==> src/rtl/eql_cmp_search.sv <==
// eql_cmp_search -- sequential first-match search over a small reference table.
//
// A single eql_cmp comparator is time-shared across DEPTH table entries. The
// scan visits one entry per cycle, starting at index 0, so the lowest matching
// index always wins.
//
// Ports
//   clk, rst_n        clock (rising edge), asynchronous active-low reset
//   wr_ena/adr/dat    table write; a write also marks that entry valid
//   clr_ena           clear all valid bits (a same-cycle write still lands)
//   req_vld/rdy/val   search request handshake and search value
//   rsp_vld/rdy       response handshake
//   rsp_hit, rsp_idx  match flag and lowest matching index (0 on miss)

module eql_cmp #(
  parameter int WIDTH = 4
) (
  input  logic [WIDTH-1:0] a,
  input  logic [WIDTH-1:0] b,
  output logic             eql
);
  assign eql = (a == b);
endmodule

module eql_cmp_search #(
  parameter int WIDTH = 4,
  parameter int DEPTH = 8
) (
  input  logic                     clk,
  input  logic                     rst_n,
  input  logic                     wr_ena,
  input  logic [$clog2(DEPTH)-1:0] wr_adr,
  input  logic [WIDTH-1:0]         wr_dat,
  input  logic                     clr_ena,
  input  logic                     req_vld,
  output logic                     req_rdy,
  input  logic [WIDTH-1:0]         req_val,
  output logic                     rsp_vld,
  input  logic                     rsp_rdy,
  output logic                     rsp_hit,
  output logic [$clog2(DEPTH)-1:0] rsp_idx
);
  localparam int DEPTH_LOG = $clog2(DEPTH);
  localparam logic [DEPTH_LOG-1:0] LAST_IDX = DEPTH_LOG'(DEPTH - 1);

  typedef enum logic [1:0] {IDLE, SCAN, RESP} state_t;

  state_t               state;
  logic [WIDTH-1:0]     tbl [DEPTH];
  logic [DEPTH-1:0]     vld;
  logic [DEPTH-1:0]     vld_nxt;
  logic [WIDTH-1:0]     key;
  logic [DEPTH_LOG-1:0] idx;
  logic                 eql;
  logic                 wr_ok;

  // Out-of-range addresses (non-power-of-two DEPTH) are ignored.
  assign wr_ok = wr_ena && (int'(wr_adr) < DEPTH);

  // The compare reads the registered table and valid bits, so a write landing
  // on the entry under compare only shows up on a later pass.
  eql_cmp #(.WIDTH(WIDTH)) u_cmp (
    .a   (tbl[idx]),
    .b   (key),
    .eql (eql)
  );

  // Clear first, then the write, so clr+wr leaves exactly the written entry valid.
  always_comb begin
    vld_nxt = clr_ena ? '0 : vld;
    if (wr_ok) vld_nxt[wr_adr] = 1'b1;
  end

  // Table contents and search key are pure data: no reset.
  always_ff @(posedge clk) begin
    if (wr_ok) tbl[wr_adr] <= wr_dat;
  end

  always_ff @(posedge clk) begin
    if (req_vld && req_rdy) key <= req_val;
  end

  always_ff @(posedge clk or negedge rst_n) begin
    if (!rst_n) begin
      state   <= IDLE;
      vld     <= '0;
      idx     <= '0;
      req_rdy <= 1'b1;
      rsp_vld <= 1'b0;
      rsp_hit <= 1'b0;
      rsp_idx <= '0;
    end else begin
      vld <= vld_nxt;
      case (state)
        IDLE: begin
          if (req_vld && req_rdy) begin
            idx     <= '0;
            req_rdy <= 1'b0;
            state   <= SCAN;
          end
        end
        SCAN: begin
          if (eql && vld[idx]) begin
            rsp_hit <= 1'b1;
            rsp_idx <= idx;
            rsp_vld <= 1'b1;
            state   <= RESP;
          end else if (idx == LAST_IDX) begin
            // Stop at the last real entry; never wrap into unused codes.
            rsp_hit <= 1'b0;
            rsp_idx <= '0;
            rsp_vld <= 1'b1;
            state   <= RESP;
          end else begin
            idx <= idx + 1'b1;
          end
        end
        RESP: begin
          if (rsp_rdy) begin
            rsp_vld <= 1'b0;
            req_rdy <= 1'b1;
            state   <= IDLE;
          end
        end
        default: begin
          rsp_vld <= 1'b0;
          req_rdy <= 1'b1;
          state   <= IDLE;
        end
      endcase
    end
  end

endmodule

==> config.mk <==
export PLATFORM = sky130hd
export DESIGN_NAME = eql_cmp_search
export DESIGN_NICKNAME = d
export VERILOG_FILES = /design/src/rtl/eql_cmp_search.sv
export SDC_FILE = /design/constraint.sdc
export NUM_CORES = 1
export LEC_CHECK = 0
export CAP_MARGIN = 40
export CORE_UTILIZATION = 58
export CTS_BUF_LIST = sky130_fd_sc_hd__clkbuf_2 sky130_fd_sc_hd__clkbuf_4 sky130_fd_sc_hd__clkbuf_8
export CTS_CLUSTER_DIAMETER = 80
export DETAILED_ROUTE_END_ITERATION = 8
export GPL_ROUTABILITY_DRIVEN = 0
export MAX_ROUTING_LAYER = met4
export PLACE_DENSITY_LB_ADDON = 0.2
export SLEW_MARGIN = 30
export SYNTH_ARGS = -nofsm -noshare
export SYNTH_HDL_FRONTEND = slang
export SYNTH_SLANG_ARGS = --single-unit
==> constraint.sdc <==
create_clock -name clk -period 2.49 [get_ports clk]
set_input_delay 0.249 -clock clk [delete_from_list [all_inputs] [get_ports clk]]
set_output_delay 0.249 -clock clk [all_outputs]
set_load 0.03 [all_outputs]
# Yosys cells after proc, flatten, opt, wreduce, memory -nomap -nowiden
# Memories as Yosys holds them, arrays and structs flattened.
# Cells that the tools add are included.
[totals] register_bits=23 latchBits=0 mem_bits_rw=32 mem_bits_ro=0 in_bits=17 wordCells=64 n_memories=1
[op_classes] n_addsub=1 n_mul=0 n_div=0 order_cmp=3 n_eq_ne=9 n_shift=0 n_mux=28 bitwise=3 reduce_logical=11
[memory_table] memory="tbl" words=8 width=4 rd=1 rd_ports_with_merged_regs=0 write_ports=1 line="49" text="logic [WIDTH-1:0] tbl [DEPTH];"
[ops] operator="8-bit 2-to-1 mux" count=2
[ops] operator="3-bit 2-to-1 mux" count=5
[ops] operator="1-bit 2-to-1 mux" count=11
[ops] operator="3-bit AND reduction" count=3
[ops] operator="3-bit by 4-bit < comparator with 1-bit output, second input constant" count=2
[ops] operator="2-bit 2-to-1 mux" count=4
[ops] operator="2-bit != test, second input constant" count=4
[ops] operator="8-bit OR" count=1
[ops] operator="1-bit one-hot mux with 3 select lines" count=2
[ops] operator="2-bit one-hot mux with 3 select lines" count=1
[ops] operator="3-bit one-hot mux with 2 select lines" count=1
[ops] operator="4-bit equality test" count=1
[ops] operator="4-bit AND reduction" count=1
[ops] operator="2-bit nonzero test" count=2
[ops] operator="3-bit by 1-bit adder with 3-bit output, second input constant" count=1
[ops] operator="1-bit binary-select mux with 3-bit select" count=1
[ops] operator="1-bit demux with 3-bit select" count=1
[ops] operator="3-bit equality test, second input constant" count=1
[ops] operator="3-bit by 1-bit greater-or-equal comparator with 1-bit output, second input constant" count=1
[ops] operator="1-bit logical AND" count=3
[ops] operator="3-bit != test, second input constant" count=1
[ops] operator="2-bit by 1-bit equality test with 1-bit output, second input constant" count=1
[ops] operator="2-bit equality test, second input constant" count=1
[ops] operator="2-bit zero test" count=1
[ops] operator="other kinds (2)" count=3

# Longest topological paths before layout
[depth] word_depth=6 ltp_mapped=9

# Modules after synthesis
# Synthesis repeated with hierarchy kept, for this count alone.
[hier_totals] hier_cells=154 area_unflattened_um2=2381.0
[by_module_without_submodules] module="eql_cmp_search" n_inst=1 cells_per_inst=149 area_per_inst_um2=2333.5
[by_module_without_submodules] module="eql_cmp" n_inst=1 cells_per_inst=5 area_per_inst_um2=47.5

# Least setup slack after synthesis
# Ideal clock, no wire load.
[synth_path] kind="register to register" from="register idx[1]" to="register idx[0]" setup_ps=65 t_arrival_ps=2036 required_time_ps=2425 setup_slack_ps=389 path_stages_with_launch=9 n_path_buf=1 period_less_slack_ps=2101 cell_sequence="dfrtp_1 > buf_6 > mux2i_1 > mux4_2 > xor2_1 > nand2_2 > or4_4 > nand2_4 > mux2_2"
[synth_between] elab_chain_len=5
[synth_rtl] element="start, declared" line="53" text="logic [DEPTH_LOG-1:0] idx;"
[synth_rtl] element="start signal, assigned" line="115" text="idx <= idx + 1'b1;"
[synth_rtl] element="memory read 8 x 4 bit or 1-bit binary-select mux with 3-bit select (tied branches)"
[synth_rtl] element="4-bit equality test or 1-bit 2-to-1 mux (tied branches)" line="22, 103"
[synth_rtl] element="1-bit logical AND" line="103" text="if (eql && vld[idx]) begin"
[synth_rtl] element="2-bit != test (no source line)"
[synth_rtl] element="4-bit AND reduction (no source line) (*)"
# Every way passes the cells marked *; elsewhere a longest branch is shown, timed or not. The select of a mux whose other input is x is not followed.
# A chain may end at the register's enable or synchronous reset.

# Final worst setup path
# Same ends and word-level chain as after synthesis.

==> out/results.txt <==
top cell type's share of synthesized area: 46.1%
first-pass GRT wire length: 6.40 mm
Post-synth EDFFs: 36
P_int: 1670 µW
main area contributors after synthesis: edfxtp_1 46%, dfrtp_1 19%, mux2i_1 5.5%
Horiz. Die Dim: 65.6 µm
diode count: 0
vias after detailed routing: 1295
Net Count, Synth: 165
H-tree levels: 2
Die H: 65.6 µm
Worst Hold Class: primary input to asynchronous set/reset pin
die area: 4310 µm²
ys async rst share: 34.5%
drt total wl: 3.98 mm
DRT iter0 DRCs: 73
CTS resizes: 0
CTS root buf: clkbuf_8
Cells after Synth: 146
maxcap violations: 0
fin crit share: 92.6%
area delta synth->final: 15.8%
TNS Setup: 0 ns
Bufs on Longest Clock Path: 2
status: complete, no violations
remaining antenna violation count after routing: 0
vias per cell: 5.73
Port Buffers: 22
post-layout min period: 2.30 ns
TritonCTS clock tree: yes
CORE AREA: 3770 µm²
Worst slew margin: 63.8%
# IOs: 23
P_sw: 724 µW
most frequent cells after synthesis: 36 x edfxtp_1, 18 x dfrtp_1, 13 x mux2i_1, 9 x nand2_1
antenna violations before repair: 0
PD cells: 880 nW/µm²
multi-input logic area: 716 µm²
register area: 1560 µm²
pins over their slew limit: 0
synthesized flop and latch total: 55
FMAX: 434 MHz
total grt overflow: 0
Pleak: 0.00110 µW
unrepaired setup endpoints after global routing: false
Initial Utilization: 62.2%
Critical Path RT: 2.75 ns
Main synth FF type: edfxtp_1
largest area contributor in the netlist: edfxtp_1
CTS clock-pin slew for the worst setup and hold paths: 0.09 ns
layout cells sized above 1: 15.2%
CP max FO: 19
final setup margin: 0.185 ns
vias in the first global route: 1326
row cnt: 22
WL/cell: 17.6 µm
synth unique cells: 37
ordered list of cells on the worst path: buf_12 > mux2i_1 > mux4_2 > xor2_1 > nand2_2 > or4_4 > nand2_4 > mux2_2
kind of critical path: register to register
Filler cells: 242
Hold Fails Final Rpt: 0
syn avg cell area: 16.1 µm²
dpl hpwl: 2.85 mm
Reg power frac: 47.3%
Worst Tran Pin Value: 0.541 ns
element type at the critical path end: register
Setup Skew: 0.00718 ns
Post-CTS Repair Setup Buffers: 0
Peak supply drop: 544 µV
worst slack at placement: 0.213 ns
hold buffers post-CTS: 0
Crit path arrival time: 2.56 ns
most numerous cell in the Yosys netlist: edfxtp_1
Worst Path Buf+Inv: 1
Total GRT Usage: 22.3%
slowest stage cell, crit path: or4_4
combinational share of power: 31.6%
Worst-Skew Late Latency: 0.32 ns
Switching Fraction: 30.3%
setup violators final: 0
nets@finish: 196
CTS Sinks: 55
largest net degree at the start of global routing: 20
clock share of power: 21.2%
area of the mapped netlist: 2350 µm²
crit-path max cell delay: 0.51 ns
sequential share of the synthesized area: 66.4%
synth warn: 0
total CTS buffers: 5
Startpoint Class: register
DR DRC count: 0
Hold WS: 0.390 ns
detailed-router iteration count before antenna repair: 4
delay-heaviest family, CP: multiplexers
## state kept, by name, indices dropped and copies added (netlist names)
register,count
rsp_vld,1
tbl,32
idx,3
rsp_idx,3
vld,8
key,4
rsp_hit,1
state,2
req_rdy,1
## power groups by stage
| stage | Sequential, µW | Combinational, µW | Clock (µW) |
|---|---|---|---|
| after CTS | 1130 | 764 | 516 |
| after floorplan | 1180 | 567 | 0 |
| after global routing | 1140 | 817 | 548 |
| after detailed placement | 1150 | 760 | 0 |
| after global placement | 1140 | 742 | 0 |
| final | 1130 | 755 | 507 |
## cells in the final DEF (no fill, tap or decap), drive strengths merged, types with 5 or more instances in the layout
| cell type | Yosys | final |
|---|---|---|
| mux4 | 6 | 6 |
| buf | 3 | 6 |
| edfxtp | 36 | 36 |
| a21o | 8 | 8 |
| dfrtp | 18 | 18 |
| clkdlybuf4s50 | 0 | 21 |
| inv | 4 | 5 |
| nor2 | 8 | 8 |
| nand2 | 11 | 11 |
| a22o | 5 | 5 |
| mux2i | 14 | 14 |
| clkbuf | 1 | 6 |
## kinds of logic after synthesis
family                   Yosys count  synth area share [%]
XOR/XNOR                           4                  1.49
adder cells (fa/ha/maj)            2                  1.07
multiplexers                      21                  12.7
AND/OR/NAND/NOR                   38                  9.75
flip-flops                        55                  66.4
buffers and inverters              8                  3.14
AO/OA/AOI/OAI                     18                  5.49
## routing by layer
metal / vias up / wire length (µm) / global-route usage (%)
met2: 26 / 1980 / 34.9
met1: 654 / 1790 / 26.9
li1: 608 / - / -
met4: 0 / 68 / 9.51
met5: - / 0 / -
met3: 7 / 139 / 6.77
## metrics by stage
stage	cell area, µm²	instances	total power, µW	util, %
6_report	2720	226	2390	72.1
5_1_grt	2720	226	2510	72.1
4_1_cts	2710	225	2410	71.9
3_5_place_dp	2620	217	1910	69.4
3_3_place_gp	2620	217	1890	69.4
2_1_floorplan	2350	146	1740	-
## final timing paths
path	startpoint	end	slack, ns	cells after the start
max in group asynchronous	rst_n	req_rdy	1.76	2
worst max register to register	idx[1]	idx[0]	0.19	8
worst min register to register	vld[0]	vld[0]	0.50	1
min in group clk	vld[0]	vld[0]	0.50	1
worst min-delay path	rst_n	vld[1]	0.39	2
worst max-delay path	idx[1]	idx[0]	0.19	8
## cell type report
| cell class | count | share of cell area, % |
|---|---|---|
| clock buffers | 6 | 2.81 |
| clock inverters | 2 | 0.645 |
| inverters | 4 | 0.552 |
| multi-input cells | 83 | 26.3 |
| flip-flops and latches | 55 | 57.3 |
| well taps | 48 | 2.21 |
| repair buffers | 28 | 10.1 |
No activity file was read; power rests on OpenSTA's default activity.
